===== src/rtl/wb_arb2_pkg.sv =====
// rtl/wb_arb2_pkg.sv - shared types and helpers for the 2:1 pipelined Wishbone arbiter
package wb_arb2_pkg;

  typedef enum logic [1:0] {
    ST_IDLE = 2'd0,
    ST_GNT0 = 2'd1,
    ST_GNT1 = 2'd2
  } arb_state_e;

  localparam logic [3:0] SEL_ALL = 4'hF;

  // Returns the port to grant from IDLE; on a tie the port that did not own the bus last wins.
  function automatic logic pick_port(input logic m0_cyc, input logic m1_cyc, input logic last);
    if (m0_cyc && m1_cyc) begin
      return ~last;
    end
    return m1_cyc;
  endfunction

endpackage


===== src/rtl/wb_arb2.sv =====
// rtl/wb_arb2.sv - 2:1 pipelined Wishbone arbiter sharing one slave between imem (port 0) and dmem (port 1)
// Grant is held for a whole bus cycle and until every accepted request has been acked.
module wb_arb2
  import wb_arb2_pkg::*;
#(
  parameter int MAX_OUTSTANDING = 4,
  parameter int CNT_W           = 4
) (
  input  logic        clk_i,
  input  logic        rst_i,

  input  logic [31:0] m0_addr_i,
  input  logic [2:0]  m0_cti_i,
  input  logic        m0_cyc_i,
  input  logic        m0_stb_i,
  output logic [31:0] m0_dat_o,
  output logic        m0_stall_o,
  output logic        m0_ack_o,

  input  logic [31:0] m1_addr_i,
  input  logic [31:0] m1_dat_i,
  input  logic [3:0]  m1_sel_i,
  input  logic [2:0]  m1_cti_i,
  input  logic        m1_cyc_i,
  input  logic        m1_we_i,
  input  logic        m1_stb_i,
  output logic [31:0] m1_dat_o,
  output logic        m1_stall_o,
  output logic        m1_ack_o,

  output logic [31:0] s_addr_o,
  output logic [31:0] s_dat_o,
  output logic [3:0]  s_sel_o,
  output logic [2:0]  s_cti_o,
  output logic        s_cyc_o,
  output logic        s_stb_o,
  output logic        s_we_o,
  input  logic [31:0] s_dat_i,
  input  logic        s_stall_i,
  input  logic        s_ack_i,

  output logic        err_o
);

  localparam logic [CNT_W-1:0] MAX_CNT = CNT_W'(MAX_OUTSTANDING);

  arb_state_e       state_q, state_d;
  logic [CNT_W-1:0] count_q, count_d;
  logic             last_q, last_d;
  logic             err_q, err_d;

  logic cnt_full;
  logic cnt_zero;
  logic accept;
  logic ack_ok;

  assign cnt_full = (count_q == MAX_CNT);
  assign cnt_zero = (count_q == '0);
  assign accept   = s_stb_o & ~s_stall_i;
  // An ack with nothing outstanding is stray: it is neither counted nor routed to a master.
  assign ack_ok   = s_ack_i & ~cnt_zero;

  always_comb begin
    count_d = count_q;
    if (accept && !ack_ok) begin
      count_d = count_q + 1'b1;
    end else if (!accept && ack_ok) begin
      count_d = count_q - 1'b1;
    end
  end

  assign err_d = err_q | (s_ack_i & cnt_zero);

  always_ff @(posedge clk_i or posedge rst_i) begin
    if (rst_i) begin
      state_q <= ST_IDLE;
      count_q <= '0;
      last_q  <= 1'b0;
      err_q   <= 1'b0;
    end else begin
      state_q <= state_d;
      count_q <= count_d;
      last_q  <= last_d;
      err_q   <= err_d;
    end
  end

  always_comb begin
    state_d = state_q;
    last_d  = last_q;
    case (state_q)
      ST_IDLE: begin
        if (m0_cyc_i || m1_cyc_i) begin
          state_d = pick_port(m0_cyc_i, m1_cyc_i, last_q) ? ST_GNT1 : ST_GNT0;
        end
      end
      ST_GNT0: begin
        if (!m0_cyc_i && (count_d == '0)) begin
          state_d = ST_IDLE;
          last_d  = 1'b0;
        end
      end
      ST_GNT1: begin
        if (!m1_cyc_i && (count_d == '0)) begin
          state_d = ST_IDLE;
          last_d  = 1'b1;
        end
      end
      default: state_d = ST_IDLE;
    endcase
  end

  // Read data fans out to both masters; only the owner's ack qualifies it.
  assign m0_dat_o = s_dat_i;
  assign m1_dat_o = s_dat_i;
  assign err_o    = err_q;

  always_comb begin
    s_addr_o   = '0;
    s_dat_o    = '0;
    s_sel_o    = '0;
    s_cti_o    = '0;
    s_cyc_o    = 1'b0;
    s_stb_o    = 1'b0;
    s_we_o     = 1'b0;
    m0_stall_o = 1'b1;
    m1_stall_o = 1'b1;
    m0_ack_o   = 1'b0;
    m1_ack_o   = 1'b0;
    case (state_q)
      ST_GNT0: begin
        s_addr_o   = m0_addr_i;
        s_sel_o    = SEL_ALL;
        s_cti_o    = m0_cti_i;
        s_cyc_o    = 1'b1;
        s_stb_o    = m0_stb_i & ~cnt_full;
        m0_stall_o = s_stall_i | cnt_full;
        m0_ack_o   = ack_ok;
      end
      ST_GNT1: begin
        s_addr_o   = m1_addr_i;
        s_dat_o    = m1_dat_i;
        s_sel_o    = m1_sel_i;
        s_cti_o    = m1_cti_i;
        s_cyc_o    = 1'b1;
        s_stb_o    = m1_stb_i & ~cnt_full;
        s_we_o     = m1_we_i;
        m1_stall_o = s_stall_i | cnt_full;
        m1_ack_o   = ack_ok;
      end
      default: ;
    endcase
  end

endmodule


===== config.mk =====
export PLATFORM = sky130hd
export DESIGN_NAME = wb_arb2
export DESIGN_NICKNAME = d
export VERILOG_FILES = /design/src/rtl/wb_arb2_pkg.sv /design/src/rtl/wb_arb2.sv
export SDC_FILE = /design/constraint.sdc
export NUM_CORES = 1
export LEC_CHECK = 0
export ABC_CLOCK_PERIOD_IN_PS = 2580
export BUFFER_PORTS_ARGS = -buffer_cell sky130_fd_sc_hd__buf_2
export CAP_MARGIN = 20
export CORE_AREA = 4 4 111 113
export CTS_CLUSTER_SIZE = 14
export DETAILED_ROUTE_END_ITERATION = 8
export DIE_AREA = 0 0 115 117
export SYNTH_ARGS = -nofsm -noshare
export SYNTH_HDL_FRONTEND = slang
export SYNTH_SLANG_ARGS = --single-unit

===== constraint.sdc =====
create_clock -name clk_i -period 2.58 [get_ports clk_i]
set_clock_uncertainty 0.15 [all_clocks]
set_input_delay 0 -clock clk_i [delete_from_list [all_inputs] [get_ports clk_i]]
set_output_delay 0 -clock clk_i [all_outputs]
set_load 0.02 [all_outputs]

# == Word level (Yosys, flattened, before mapping) ==
# Cells that the tools add are included.
# op_classes
mux,28
n_addsub,2
bitwise,11
eq_ne,6
reduce_logical,17
# op_table
cell,n
one-hot mux 32 bit (2 select lines),1
two-way mux 32 bit,1
two-way mux 1 bit,15
logical NOT 4 bit,2
two-way mux 2 bit,4
two-way mux 4 bit,2
one-hot mux 4 bit (2 select lines),1
"inequality test 2 bit, second input constant",3
one-hot mux 2 bit (3 select lines),1
one-hot mux 3 bit (2 select lines),1
AND reduction 3 bit,2
AND 1 bit,5
logical AND 1 bit,5
"adder 4 x 1 -> 4 bit, second input constant",1
"== test 4 x 3 -> 1 bit, second input constant",1
logical NOT 1 bit,4
inverter 1 bit,4
one-hot mux 1 bit (2 select lines),2
"subtractor 4 x 1 -> 4 bit, second input constant",1
"== test 2 x 1 -> 1 bit, second input constant",1
"== test 2 bit, second input constant",1
logical NOT 2 bit,1
OR 1 bit,2
nonzero test 2 bit,1
other kinds (2),2
# word_totals
wordCells,68
inputBits,147
ff_bits,8
output_inout_bits,143

# == Logic depth before layout (Yosys ltp) ==
# logic_depth
word_depth,13
ltp_mapped,10
mapped_depth_nobuf,9

# == Worst setup path before layout ==
# No wires, ideal clock.
# synth_timing
path_type,reg2reg
startpoint,register state_q[1]
endpoint,register last_q
t_arrival_ns,2.666
setup_time_ns,0.127
required_ns,2.303
path_buffers,0
path_slack_ns,-0.363
path_stages_with_launch,10
synth_period_minus_slack_ns,2.943
path_cell_list,dfrtp_1 > inv_1 > ha_1 > and2b_1 > nand3_1 > mux2_4 > a22o_1 > o41ai_1 > nand3_1 > mux2_1
# synth_between
elab_chain_cells,11
elab_cells_between_ends,17
classes_between,eq/ne (4); mux (4); bitwise (1); reduce/logical (8)
# synth_lines
element,line_no,rtl
"start, declared",wb_arb2.sv:47,"arb_state_e state_q, state_d;"
"start signal, assigned",wb_arb2.sv:81,state_q <= state_d;
== test 2 bit / == test 2 x 1 -> 1 bit (equally long branches),wb_arb2.sv:130,case (state_q)
one-hot mux 1 bit (2 select lines) (*),wb_arb2.sv:130,
AND 1 bit (*),wb_arb2.sv:59,assign accept = s_stb_o & ~s_stall_i;
logical NOT 1 bit,wb_arb2.sv:67,end else if (!accept && ack_ok) begin
logical AND 1 bit,wb_arb2.sv:67,
two-way mux 4 bit,wb_arb2.sv:67,
two-way mux 4 bit (*),wb_arb2.sv:65,if (accept && !ack_ok) begin
named net count_d[2],wb_arb2.sv:48,"logic [CNT_W-1:0] count_q, count_d;"
logical NOT 4 bit (*),"wb_arb2.sv:98, wb_arb2.sv:104",
logical AND 1 bit (on tied branches),"wb_arb2.sv:104, wb_arb2.sv:98",
inequality test 2 bit (no source line),n/a,
AND reduction 3 bit (no source line) (*),n/a,
"end signal, assigned",wb_arb2.sv:83,last_q <= last_d;
"end, declared",wb_arb2.sv:49,"logic last_q, last_d;"
# Mark *: on every way through the listed nets, which the timed path passes. The rest lies on a longest branch.
# A chain may end at the register's enable or synchronous reset.

# == Worst setup path in the final report ==
# layout_timing
startpoint,register state_q[0]
endpoint,register last_q
# The elaborated chain is that of the path after synthesis.

==> out/qor.yml <==
layout:
  finalNonFillerCells: 602
  layout.nets: 614
  drive_gt1_frac: 0.516
  area_delta_synth_final_pct: 62.7
  antenna_cells: 0
global_routing:
  met3_usage: 0.0113
  top_usage_layer: "met2"
  gr-usage-met1: 0.161
  grt_pass1_vias: 2587
  overflow: 0
  grt_max_degree: 40
  grt_pass1_wl_um: 13200
  globalRouteMet2Util: 0.214
  grtUsageTotal: 0.122
  antenna_found_initial: 0
yosys:
  syn_inst: 290
  synth_common_cells: "67 x buf_4, 42 x nor2b_1, 35 x a22oi_1, 33 x and2_1, 19 x clkbuf_1"
  synthFlopType: "dfrtp_1"
  synth_edf_count: 0
  async_flop_share: 1.00
  synth.most_common_cell: "buf_4"
  ys_seq_elements: 8
  synth.net_count: 443
  synth_area_leaders: "buf_4 24%, a22oi_1 13%, nor2b_1 13%"
  ys.warnings.count: 0
  syn_area_per_cell_um2: 7.16
  synth.largest_area_cell: "buf_4"
  yosysUniqueCellTypes: 39
  synth_area_um2: 2080
  ys_seq_area_frac: 0.0964
  yosysTopAreaCellShare: 0.242
placed_design:
  gp_congestion: 0.848
  place_ws_ps: -197
  dpl.hpwl_um: 7440
  placedCellCount: 559
  port_buffers: 193
power:
  power.internal_mw: 1.58
  ir_drop_v: 0.000473
  clock_power_share: 0.076
  powerDensity_nw_per_um2: 1000
  pwr-share-comb: 0.850
  pwr-share-seq: 0.074
  p_sw_frac: 0.531
  power.leakage_nw: 1.74
  p_sw_mw: 1.80
worst_setup_path:
  r2r_end: "last_q"
  crit_path_start: "state_q[0]"
  required_ps: 2540
  rrSetupSlack_ps: -170
  cp_common_cell: "buf_6"
  end_kind: "flip-flop"
  cp_max_fo: 4
  worstSetupStartpointType: "flip-flop"
  worstSetupPathDepth: 11
  path_buf_inv: 3
  endpoint: "last_q"
  max_stage_delay_ps: 370
  r2r_start: "state_q[0]"
  worst-setup-path-type: "flip-flop to flip-flop"
  cp_data_arrival_time_ps: 2720
  path_cells: "inv_2, buf_6, ha_4, or2b_1, nor2_4, buf_6, o311ai_4, a22o_4, o41ai_4, nand3_1, mux2_4"
  worstRegToRegCells: 11
  cp_slowest_cell: "o41ai_4"
  crit_family: "compound AO/OA/AOI/OAI gates"
timing:
  period_minus_slack_ps: 2750
  rsz0062_at_grt: "yes"
  tightestPinTransition_ps: 522
  min_period_over_period: 1.07
  setup_slack_ps: -173
  relSlewSlack: 0.650
  setup_violations: 3
  timing.final.max_slew_violations: 0
  finalHoldViolations: 0
  max_freq_ghz: 0.363
cts:
  clock_path_buffers: 2
  clk_pin_slew_ps: 40
  h-tree-depth: 1
  cts_buffers: 3
  cts.sinks: 8
  cts-root-buf: "clkbuf_16"
  cts_tree: "yes"
  clk_latency_ps: 230
route:
  antenna_left: 0
  drc: 0
  wl_per_cell_um: 15.8
  first_pass_iters: 4
  via_count: 2726
  routed_wl_um: 9480
  viasPerCell: 4.53
  drt_iter0_drc: 78
floorplan:
  num_rows: 39
  start_util: 0.183
  die_area_um2: 13500
  core_area_um2: 11300
  pin_count: 290
  die_w_um: 115
  die_h_um: 117
flow_run:
  cap_violations: 0
worst_hold_path:
  hold_class: "input pin to flip-flop"
status:
  violations: "setup timing"
  status: "finished, violations left"
==> cell families after synthesis <==
family | share of synthesized area
flip-flops | 0.0964
buffers and inverters | 0.289
multiplexers | 0.0374
XOR/XNOR | 0.00422
AND/OR/NAND/NOR | 0.305
AO/OA/AOI/OAI | 0.231
adder cells (fa/ha/maj) | 0.0362
==> metrics by stage <==
stage                     hold WS (ps)  cell area, um^2  utilization  TNS (ps)  power (mW)
after floorplan                   -334             2130            -      -132        2.14
after global placement            -166             2850        0.252      -215        2.79
after detailed placement          -164             2850        0.252      -506        2.85
after CTS                         39.1             3340        0.295      -400        3.35
after global routing              72.8             3380        0.298      -714        3.64
final                             47.6             3380        0.298      -382        3.38
==> layer usage <==
metal | routed length (um) | vias to the layer above
li1 | - | 1278
met1 | 3730 | 1276
met2 | 4990 | 163
met3 | 707 | 9
met4 | 57 | 0
met5 | 0 | -
==> layout make-up <==
type / instances / area [um^2]
clock buffers: 3 / 75.1
fillers: 1225 / 7940
inverters: 7 / 26.3
multi-input cells: 189 / 1400
flip-flops and latches: 8 / 200
well taps: 143 / 179
repair buffers: 252 / 1500
==> power groups by stage <==
| stage | Sequential [mW] | Combinational (mW) | Clock [mW] |
|---|---|---|---|
| 5_1_grt | 0.257 | 3.11 | 0.272 |
| 2_1_floorplan | 0.249 | 1.89 | 0 |
| 4_1_cts | 0.248 | 2.83 | 0.266 |
| 3_3_place_gp | 0.244 | 2.55 | 0 |
| 3_5_place_dp | 0.248 | 2.60 | 0 |
| 6_report | 0.249 | 2.87 | 0.258 |
==> cells in the final DEF (no fill, tap or decap), types with 3 or more instances in the layout <==
cell type,n
a22oi_1,35
ha_1,4
nand3_1,6
inv_1,6
o211ai_1,3
o21ai_0,4
nor2_1,5
a21oi_1,8
and2_1,33
mux2i_1,3
nor3_1,3
nand2_1,11
mux2_4,3
nor2b_1,42
buf_2,193
clkbuf_16,3
dfrtp_1,8
buf_4,23
dlygate4sd3_1,34
==> registers in the layout, indices dropped and copies added, names as in the netlist <==
signal,flops
state_q,2
count_q,4
err_o,1
last_q,1
==> worst register-to-register path, stage by stage, from the launching register on <==
cell,delay (ps)
dfrtp_1,350
inv_2,50
buf_6,110
ha_4,260
or2b_1,270
nor2_4,150
buf_6,120
o311ai_4,80
a22o_4,260
o41ai_4,370
nand3_1,140
mux2_4,310
==> how the worst min path moves through the flow <==
| stage | startpoint | to | slack [ps] | cells after the start |
|---|---|---|---|---|
| finish | m1_cyc_i | state_q[0] | 50 | 3 |
| global route | s_ack_i | err_o | 70 | 2 |
| CTS | m1_cyc_i | state_q[0] | 40 | 3 |
| detailed placement | rst_i | err_o | -160 | 2 |
| global placement | rst_i | err_o | -170 | 2 |
| floorplan | rst_i | count_q[0] | -330 | 1 |
==> repair_timing <==
item / 4_1_cts / 5_1_grt
hold buffers: 34 / 0
gates resized for setup: 10 / 3
setup endpoints to repair: 3 / 3
buffers inserted: 5 / 2
endpoints found under the hold margin: 73 / 0
pin swaps: 11 / 6
(Power assumes the default switching activity.)
